[config.mk]
export PLATFORM = sky130hd
export DESIGN_NAME = lcd_ctrl_param
export DESIGN_NICKNAME = d
export VERILOG_FILES = /design/src/rtl/lcd_ctrl_param.sv
export SDC_FILE = /design/constraint.sdc
export NUM_CORES = 1
export LEC_CHECK = 0
export CAP_MARGIN = 15
export CORE_MARGIN = 3
export CORE_UTILIZATION = 40
export DETAILED_ROUTE_END_ITERATION = 7
export PLACE_DENSITY_LB_ADDON = 0.3
export SETUP_SLACK_MARGIN = 0.5
export SLEW_MARGIN = 20
export SYNTH_ARGS = -nofsm -noshare
export SYNTH_HDL_FRONTEND = slang
export SYNTH_SLANG_ARGS = --single-unit
[constraint.sdc]
create_clock -name clk -period 1.98 [get_ports clk]
set_input_delay 0.396 -clock clk [delete_from_list [all_inputs] [get_ports clk]]
set_output_delay 0.396 -clock clk [all_outputs]
set_load 0.05 [all_outputs]
[src/rtl/lcd_ctrl_param.sv]
// HD44780-class character-LCD controller: power-up wait, configurable init sequence,
// then host byte transfers over an 8-bit or 4-bit panel bus with command-dependent waits.
module lcd_ctrl_param #(
  parameter int CLK_PER_US = 45,
  parameter int BUS_WIDTH  = 8,
  parameter int PWRUP_US   = 500,
  parameter int CMD_US     = 50,
  parameter int CLEAR_US   = 200,
  parameter int CNT_W      = 16
) (
  input  logic       clk,
  input  logic       rst,
  input  logic [6:0] cfg,
  input  logic       lcd_enable,
  input  logic [9:0] lcd_bus,
  output logic       busy,
  output logic       e,
  output logic       rs,
  output logic       rw,
  output logic [7:0] lcd_data,
  output logic [1:0] dbg_state
);

  localparam int MAX_A  = (PWRUP_US > CLEAR_US) ? PWRUP_US : CLEAR_US;
  localparam int MAX_US = (MAX_A > 54) ? MAX_A : 54;

  if (BUS_WIDTH != 8 && BUS_WIDTH != 4) begin : g_bad_bus_width
    $error("lcd_ctrl_param: BUS_WIDTH must be 8 or 4");
  end
  if ((64'd1 << CNT_W) <= 64'(MAX_US) * 64'(CLK_PER_US)) begin : g_bad_cnt_w
    $error("lcd_ctrl_param: CNT_W too small for the longest wait");
  end

  localparam logic [CNT_W-1:0] E_ON        = CNT_W'(CLK_PER_US);
  localparam logic [CNT_W-1:0] E_OFF       = CNT_W'(14 * CLK_PER_US);
  localparam logic [CNT_W-1:0] XFER_LAST   = CNT_W'(27 * CLK_PER_US - 1);
  localparam logic [CNT_W-1:0] PWRUP_LAST  = CNT_W'(PWRUP_US * CLK_PER_US - 1);
  localparam logic [CNT_W-1:0] CMD_LAST    = CNT_W'(CMD_US * CLK_PER_US - 1);
  localparam logic [CNT_W-1:0] CLEAR_LAST  = CNT_W'(CLEAR_US * CLK_PER_US - 1);
  localparam logic             FOUR_BIT    = (BUS_WIDTH == 4);

  typedef enum logic [1:0] {PWRUP, INIT, READY, XFER} state_t;
  typedef enum logic [1:0] {SEG_X0, SEG_X1, SEG_WAIT} seg_t;

  state_t           state_q;
  seg_t             seg_q;
  logic [CNT_W-1:0] cnt_q;
  logic [2:0]       step_q;
  logic [6:0]       cfg_q;
  logic [7:0]       byte_q;
  logic             rs_cap_q, rw_cap_q, long_q;
  logic             busy_q, e_q, rs_q, rw_q;
  logic [7:0]       data_q;

  logic             in_xfer, seg_end;
  logic             e_d, rs_d, rw_d;
  logic [7:0]       data_d;

  // Init byte for step 1..4: function set, display control, clear, entry mode.
  function automatic logic [7:0] init_byte(input logic [2:0] step, input logic [6:0] c);
    case (step)
      3'd1:    init_byte = {3'b001, FOUR_BIT ? 1'b0 : 1'b1, c[6], c[5], 2'b00};
      3'd2:    init_byte = {5'b00001, c[4:2]};
      3'd3:    init_byte = 8'h01;
      default: init_byte = {6'b000001, c[1:0]};
    endcase
  endfunction

  function automatic logic is_long(input logic rs_v, input logic [7:0] d);
    is_long = !rs_v && (d == 8'h01 || d == 8'h02 || d == 8'h03);
  endfunction

  // Pin values are derived from the current segment/count and registered, so the
  // panel sees each transfer window one cycle after its counter position.
  always_comb begin
    in_xfer = (state_q == INIT || state_q == XFER) && seg_q != SEG_WAIT;
    e_d     = in_xfer && cnt_q >= E_ON && cnt_q < E_OFF;
    rs_d    = in_xfer && rs_cap_q;
    rw_d    = in_xfer && rw_cap_q;
    data_d  = 8'h00;
    if (in_xfer) begin
      if (FOUR_BIT) data_d = (seg_q == SEG_X0) ? {byte_q[7:4], 4'h0} : {byte_q[3:0], 4'h0};
      else          data_d = byte_q;
    end
    if (seg_q == SEG_WAIT) seg_end = (cnt_q == (long_q ? CLEAR_LAST : CMD_LAST));
    else                   seg_end = (cnt_q == XFER_LAST);
  end

  always_ff @(posedge clk or posedge rst) begin
    if (rst) begin
      state_q  <= PWRUP;
      seg_q    <= SEG_X0;
      cnt_q    <= '0;
      step_q   <= 3'd0;
      cfg_q    <= 7'd0;
      byte_q   <= 8'h00;
      rs_cap_q <= 1'b0;
      rw_cap_q <= 1'b0;
      long_q   <= 1'b0;
      busy_q   <= 1'b1;
      e_q      <= 1'b0;
      rs_q     <= 1'b0;
      rw_q     <= 1'b0;
      data_q   <= 8'h00;
    end else begin
      e_q    <= e_d;
      rs_q   <= rs_d;
      rw_q   <= rw_d;
      data_q <= data_d;
      case (state_q)
        PWRUP: begin
          if (cnt_q == PWRUP_LAST) begin
            cnt_q    <= '0;
            cfg_q    <= cfg;
            state_q  <= INIT;
            rs_cap_q <= 1'b0;
            rw_cap_q <= 1'b0;
            long_q   <= 1'b0;
            if (FOUR_BIT) begin
              // Lone 0x2 nibble switches the panel into 4-bit mode.
              step_q <= 3'd0;
              byte_q <= 8'h02;
              seg_q  <= SEG_X1;
            end else begin
              step_q <= 3'd1;
              byte_q <= init_byte(3'd1, cfg);
              seg_q  <= SEG_X0;
            end
          end else begin
            cnt_q <= cnt_q + CNT_W'(1);
          end
        end
        READY: begin
          if (lcd_enable) begin
            state_q  <= XFER;
            busy_q   <= 1'b1;
            cnt_q    <= '0;
            seg_q    <= SEG_X0;
            rs_cap_q <= lcd_bus[9];
            rw_cap_q <= lcd_bus[8];
            byte_q   <= lcd_bus[7:0];
            long_q   <= is_long(lcd_bus[9], lcd_bus[7:0]);
          end
        end
        default: begin
          if (!seg_end) begin
            cnt_q <= cnt_q + CNT_W'(1);
          end else begin
            cnt_q <= '0;
            case (seg_q)
              SEG_X0: seg_q <= FOUR_BIT ? SEG_X1 : SEG_WAIT;
              SEG_X1: seg_q <= SEG_WAIT;
              default: begin
                if (state_q == INIT && step_q != 3'd4) begin
                  step_q <= step_q + 3'd1;
                  byte_q <= init_byte(step_q + 3'd1, cfg_q);
                  long_q <= is_long(1'b0, init_byte(step_q + 3'd1, cfg_q));
                  seg_q  <= SEG_X0;
                end else begin
                  state_q <= READY;
                  busy_q  <= 1'b0;
                end
              end
            endcase
          end
        end
      endcase
    end
  end

  assign busy      = busy_q;
  assign e         = e_q;
  assign rs        = rs_q;
  assign rw        = rw_q;
  assign lcd_data  = data_q;
  assign dbg_state = state_q;

endmodule

* Yosys cells after proc, flatten, opt, wreduce, memory -nomap -nowiden
Cells that the tools add are included.
** Storage, ports and cells
- Bits in registers :: 53
- Bits of input ports :: 20
- Output and inout bits :: 14
- Logic and storage cells :: 124
** Operators by class
- $add $sub $neg :: 2
- Order comparisons :: 2
- Eq/ne operators :: 26
- Multiplexer cells :: 47
- Bitwise gates (word level) :: 2
- Reduce and logical (&&, ||, !) cells :: 31
** Operator list (count)
- $mux W8 :: 7
- $mux W16 :: 3
- $eq A8 B2 Y1 const B :: 4
- $pmux W16 S2 :: 1
- $mux W2 :: 10
- $reduce_and A5 Y1 :: 4
- $pmux W6 S3 :: 1
- $add A16 B1 Y16 const B :: 1
- $eq A16 B11 Y1 const B :: 1
- $eq A16 B14 Y1 :: 1
- $eq A16 B15 Y1 const B :: 1
- $eq A8 B1 Y1 const B :: 2
- $ge A16 B6 Y1 const B :: 1
- $lt A16 B10 Y1 const B :: 1
- $pmux W8 S2 :: 1
- $mux W14 :: 1
- $mux W1 :: 12
- $mux W3 :: 4
- $pmux W1 S2 :: 4
- $pmux W2 S2 :: 2
- $reduce_bool A2 Y1 :: 4
- $logic_and A1 B1 Y1 :: 7
- $eq A2 B2 Y1 const B :: 3
- $eq A3 B2 Y1 const B :: 2
- other kinds (18) :: 32

* Longest topological paths before layout
Gate-level depths: netlist of the first run.
- Word-level depth :: 14
- Mapped depth :: 8
- Depth with buffers taken out :: 7

* Least setup slack after synthesis of the first run
Ideal clock, no wire load.
- Path type :: register -> register
- Start :: reg state_q[1] (netlist: dbg_state[1])
- End :: reg byte_q[0]
- Setup time :: 0.125 ns
- Arrival :: 2.096 ns
- Required time :: 1.855 ns
- Slack :: -0.241 ns
- Stages on the path, launching flop included :: 8
- Path buffers :: 2
- Clock period less this slack :: 2.221 ns
- Path through :: dfrtp_1 clkbuf_1 a21oi_1 and3_1 and2_1 a211o_1 buf_6 mux2_4
** Between the ends
- Cells in the longest elaborated chain, start to end :: 4
- Elaborated cells between the ends (all ways) :: 11
- Classes of those cells :: eq/ne: 5; mux: 1; reduce/logical: 5
** Ends and longest elaborated chain
- start: declaration :: RTL line 45 : state_t state_q;
- start signal: assignment :: RTL line 91 : state_q <= PWRUP;
- start signal: assignment :: RTL line 115 : state_q <= INIT;
- start signal: assignment :: RTL line 135 : state_q <= XFER;
- $eq A2 B1 Y1 :: RTL line 154 : if (state_q == INIT && step_q != 3'd4) begin
- $logic_and A1 B1 Y1 :: RTL line 154
- $reduce_bool A3 Y1 (no line)
- $reduce_and A5 Y1 (no line)
- end signal: assignment :: RTL line 126 : byte_q <= init_byte(3'd1, cfg);
- end signal: assignment :: RTL line 141 : byte_q <= lcd_bus[7:0];
- end signal: assignment :: RTL line 156 : byte_q <= init_byte(step_q + 3'd1, cfg_q);
- end: declaration :: RTL line 50 : logic [7:0] byte_q;
Parallel ways exist; a longest one is shown, timed or not.
A chain may end at the register's enable or synchronous reset.

* Worst setup path in the final report of the first run
- Start :: reg cnt_q[2]
- End :: reg byte_q[0]
** Between the ends
- Cells in the longest elaborated chain, start to end :: 4
- Elaborated cells between the ends (all ways) :: 7
- Classes of those cells :: eq/ne: 4; mux: 1; reduce/logical: 2
** Ends and longest elaborated chain
- start: declaration :: RTL line 47 : logic [CNT_W-1:0] cnt_q;
- start signal: assignment :: RTL line 130 : cnt_q <= cnt_q + CNT_W'(1);
- start signal: assignment :: RTL line 147 : cnt_q <= cnt_q + CNT_W'(1);
- $eq A16 B11 Y1 / $eq A16 B14 Y1 (equally long branches) :: RTL line 86, 85
- $mux W1 :: RTL line 85 : if (seg_q == SEG_WAIT) seg_end = (cnt_q == (long_q ? CLEAR_LAST : CMD_LAST));
- $reduce_bool A3 Y1 (no line)
- $reduce_and A5 Y1 (no line) *
Every way passes the cells marked *; elsewhere a longest branch is shown, timed or not.

==> results.json, run 1 <==
{
  "outcome": "finished with violations",
  "violations": "setup timing",
  "critical_path_peak_fanout": 7,
  "max_slew_margin_pct": 71.3,
  "critPathTopFamily": "simple AND/OR/NAND/NOR gates",
  "max-cap-violations": 0,
  "grt_setup_unrepaired": "yes",
  "finalWirelength_um": 8070,
  "synth_nets": 324,
  "die_w_um": 92.6,
  "netlist_instances": 297,
  "via_per_inst": 5.36,
  "worst_slack_ns": -0.0965,
  "r2r_end": "byte_q[0]$_DFFE_PP0P_",
  "die_area_um2": 8580,
  "areaGrowthSynthToFinish_pct": 46.0,
  "htree_num_levels": 2,
  "vdd_drop_max_v": 0.000332,
  "grt_overflow_total": 0,
  "worstSetupPathType": "reg -> reg",
  "crit_chain": "nand2b_4 > or4_4 > a211oi_4 > a211o_1 > buf_12 > mux2_4",
  "endpoint_kind": "register",
  "startpoint_type": "register",
  "drt_iter0_drc": 209,
  "clockBufferDepth": 2,
  "timing.setup.tns_ns": -0.860,
  "firstDrtPassIters": 4,
  "ys_types": 58,
  "synth_largest_area_cell": "dfrtp_1",
  "hpwl_um": 5590,
  "setup_viol": 22,
  "clk_pin_slew_ns": 0.11,
  "yosys.area.top_type_share_pct": 42.5,
  "skew_ns": 0.0108,
  "cts_buffers": 5,
  "fin_crit_sh_pct": 105,
  "async_reset_ff_share_pct": 100,
  "hold_path.class": "in -> async",
  "antenna_found_initial": 0,
  "io_pins": 34,
  "reg2reg_depth": 6,
  "dpl-instance-area_um2": 3820,
  "max_stage_delay_ns": 0.51,
  "fin_crit_ns": 2.08,
  "hold_violations": 0,
  "hold_ws_ns": 0.421,
  "start_util_pct": 42.7,
  "synth_edf_count": 0,
  "crit_arrival_ns": 2.28,
  "synth_seq_cells": 52,
  "synth.area.top_cells": "dfrtp_1 (43%), nor2_1 (3.8%), mux2_4 (3.5%), ha_1 (2.9%), nand2_1 (2.9%)",
  "final_util_pct": 62.4,
  "cellPowerDensity_nw_per_um2": 429,
  "r2r_setup_slack_ns": -0.1,
  "instances_no_fill": 489,
  "leakage_nw": 1.85,
  "final_layout_size_suffix_gt1_share_pct": 41.0,
  "portBuffers": 33,
  "grt_pass1_wl_um": 12800,
  "nNetsFinal": 419,
  "max_slew.worst_pin.slew_ns": 0.430,
  "slew_violations": 0,
  "r2r-start": "cnt_q[2]$_DFFE_PP0P_",
  "cts_tree": "done",
  "stdcell_area_um2": 4380,
  "wl_per_cell_um": 16.5,
  "track_usage_pct": 18.8,
  "grt_max_degree": 24,
  "gp_congestion": 0.930,
  "max_freq_mhz": 482,
  "cts_root_buf": "clkbuf_8",
  "clock-sinks": 52,
  "ant_nets": 0,
  "ys_seq_area_share_pct": 43.4,
  "grt_pass1_vias": 2548,
  "dieHeight_um": 92.6,
  "core_area_um2": 7020,
  "yosysWarningCount": 0,
  "ys.flop_type": "dfrtp_1",
  "cp_slowest_cell": "or4_4",
  "syn_avg_cell_area_um2": 10.1,
  "diodes": 0,
  "num_rows": 30,
  "cp.required_ns": 2.18,
  "drc": 0,
  "route.vias.total": 2622,
  "netlist_area_um2": 3000,
  "clk_latency_ns": 0.31,
  "place_inst": 457,
  "path_buf_inv": 1
}
timing repair:
| item | in CTS | in global routing |
|---|---|---|
| pin swaps | 19 | 13 |
| endpoints found under the setup margin | 53 | 44 |
| gates resized for setup | 64 | 40 |
| buffers inserted | 7 | 17 |
| cloned | 0 | 0 |
| hold buffers | 0 | 0 |
final cells by class:
cell class | instances | area (um2)
clock buffers | 5 | 68.8
clock inverters | 3 | 27.5
fillers | 572 | 2640
inverters | 9 | 37.5
multi-input cells | 219 | 1780
flip-flops and latches | 52 | 1320
well taps | 96 | 120
repair buffers | 105 | 1030
through the flow:
step	setup slack (ns)	power [W]
floorplan	-0.129	0.00117
CTS	-0.0545	0.00189
global route	-0.123	0.00197
finish	-0.0965	0.00188
detailed placement	-0.0428	0.00125
global placement	-0.0191	0.00125
metal layers:
metal	up-vias	global-route usage, %	wire length [um]
met5	-	0	0
met2	59	30.2	3910
met1	1313	25.8	3690
met4	0	5.94	112
met3	10	3.09	354
li1	1240	-	-
worst max path at each step:
stage                               start                     to  slack [ns]  cells past startpoint
floorplan              long_q$_DFFE_PP0P_  byte_q[0]$_DFFE_PP0P_       -0.13                      6
global placement       long_q$_DFFE_PP0P_     long_q$_DFFE_PP0P_       -0.02                      6
detailed placement     long_q$_DFFE_PP0P_     long_q$_DFFE_PP0P_       -0.04                      6
CTS                  cnt_q[2]$_DFFE_PP0P_     long_q$_DFFE_PP0P_       -0.05                      6
global route        step_q[0]$_DFFE_PP0P_  byte_q[0]$_DFFE_PP0P_       -0.12                      8
finish               cnt_q[2]$_DFFE_PP0P_  byte_q[0]$_DFFE_PP0P_        -0.1                      6
synth_stat cells, drive strengths merged (5+ instances only):
cell	n
a21oi	14
and2	12
buf	7
clkbuf	10
dfrtp	51
ha	7
inv	9
mux2	14
nand2	23
nand3	7
nand4	7
nor2	30
nor3	10
nor4	5
nor4bb	6
o21ai	14
xnor2	9
xor2	7
state kept, by name, summed over array words and instances (netlist names):
register   cells
rw_cap_q       1
rw             1
dbg_state      2
rs_cap_q       1
busy           1
step_q         3
e              1
rs             1
lcd_data       8
long_q         1
cfg_q          7
byte_q         8
seg_q          1
cnt_q         16
worst reg2reg max path, cell delays in order (launching register included):
cell and delay [ns]:
dfrtp_1 0.41, nand2b_4 0.15, or4_4 0.51, a211oi_4 0.26
a211o_1 0.21, buf_12 0.14, mux2_4 0.29
layout by cell type, fill, tap and decap left out, types with 3 or more instances in the layout:
master           instances
clkbuf_8                 5
o21ai_2                  6
mux2_4                  14
dfrtp_2                 12
dfrtp_1                 39
buf_12                   7
and2_1                  11
inv_1                    7
o21ai_1                  3
buf_6                   15
xor2_1                   7
xnor2_1                  9
nand2_1                 22
buf_4                   52
ha_1                     4
nor2b_1                  4
nand4_1                  7
nand3_1                  6
clkdlybuf4s50_1         19
nor4bb_2                 3
and3_1                   3
a21oi_1                 12
nor3_1                   9
nor2_1                  30
clkdlybuf4s15_2         11
o21ai_0                  5
a211o_1                  3
where the power goes:
group	leakage, nW	switching (W)	internal, W	total (W)
sequential	0.658	0.00000687	0.00108	0.00109
clock	0.0463	0.000389	0.000260	0.000650
combinational	1.14	0.0000770	0.0000685	0.000146
total	1.85	0.000473	0.00141	0.00188
logic make-up (layout without fill, tap and decap cells):
group / count (synthesis) / in the layout / share of synthesized area (%)
AND/OR/NAND/NOR: 127 / 127 / 25.0
multiplexers: 17 / 17 / 7.55
AO/OA/AOI/OAI: 52 / 52 / 12.3
buffers and inverters: 26 / 122 / 4.21
XOR/XNOR: 16 / 16 / 4.67
flip-flops: 52 / 52 / 43.4
adder cells (fa/ha/maj): 7 / 7 / 2.92
Power figures use the tool's default switching activity.
==> run 2: changes to the inputs <==
Settings changed: GPL_ROUTABILITY_DRIVEN set to 0.
==> results of run 2 <==
Final layout, timing and power as in run 1 (identical DEF).
==> run 3: changes to the inputs <==
Settings changed: SLEW_MARGIN 20 to 25.
==> results of run 3 <==
Final layout, timing and power as in run 1 (identical DEF).
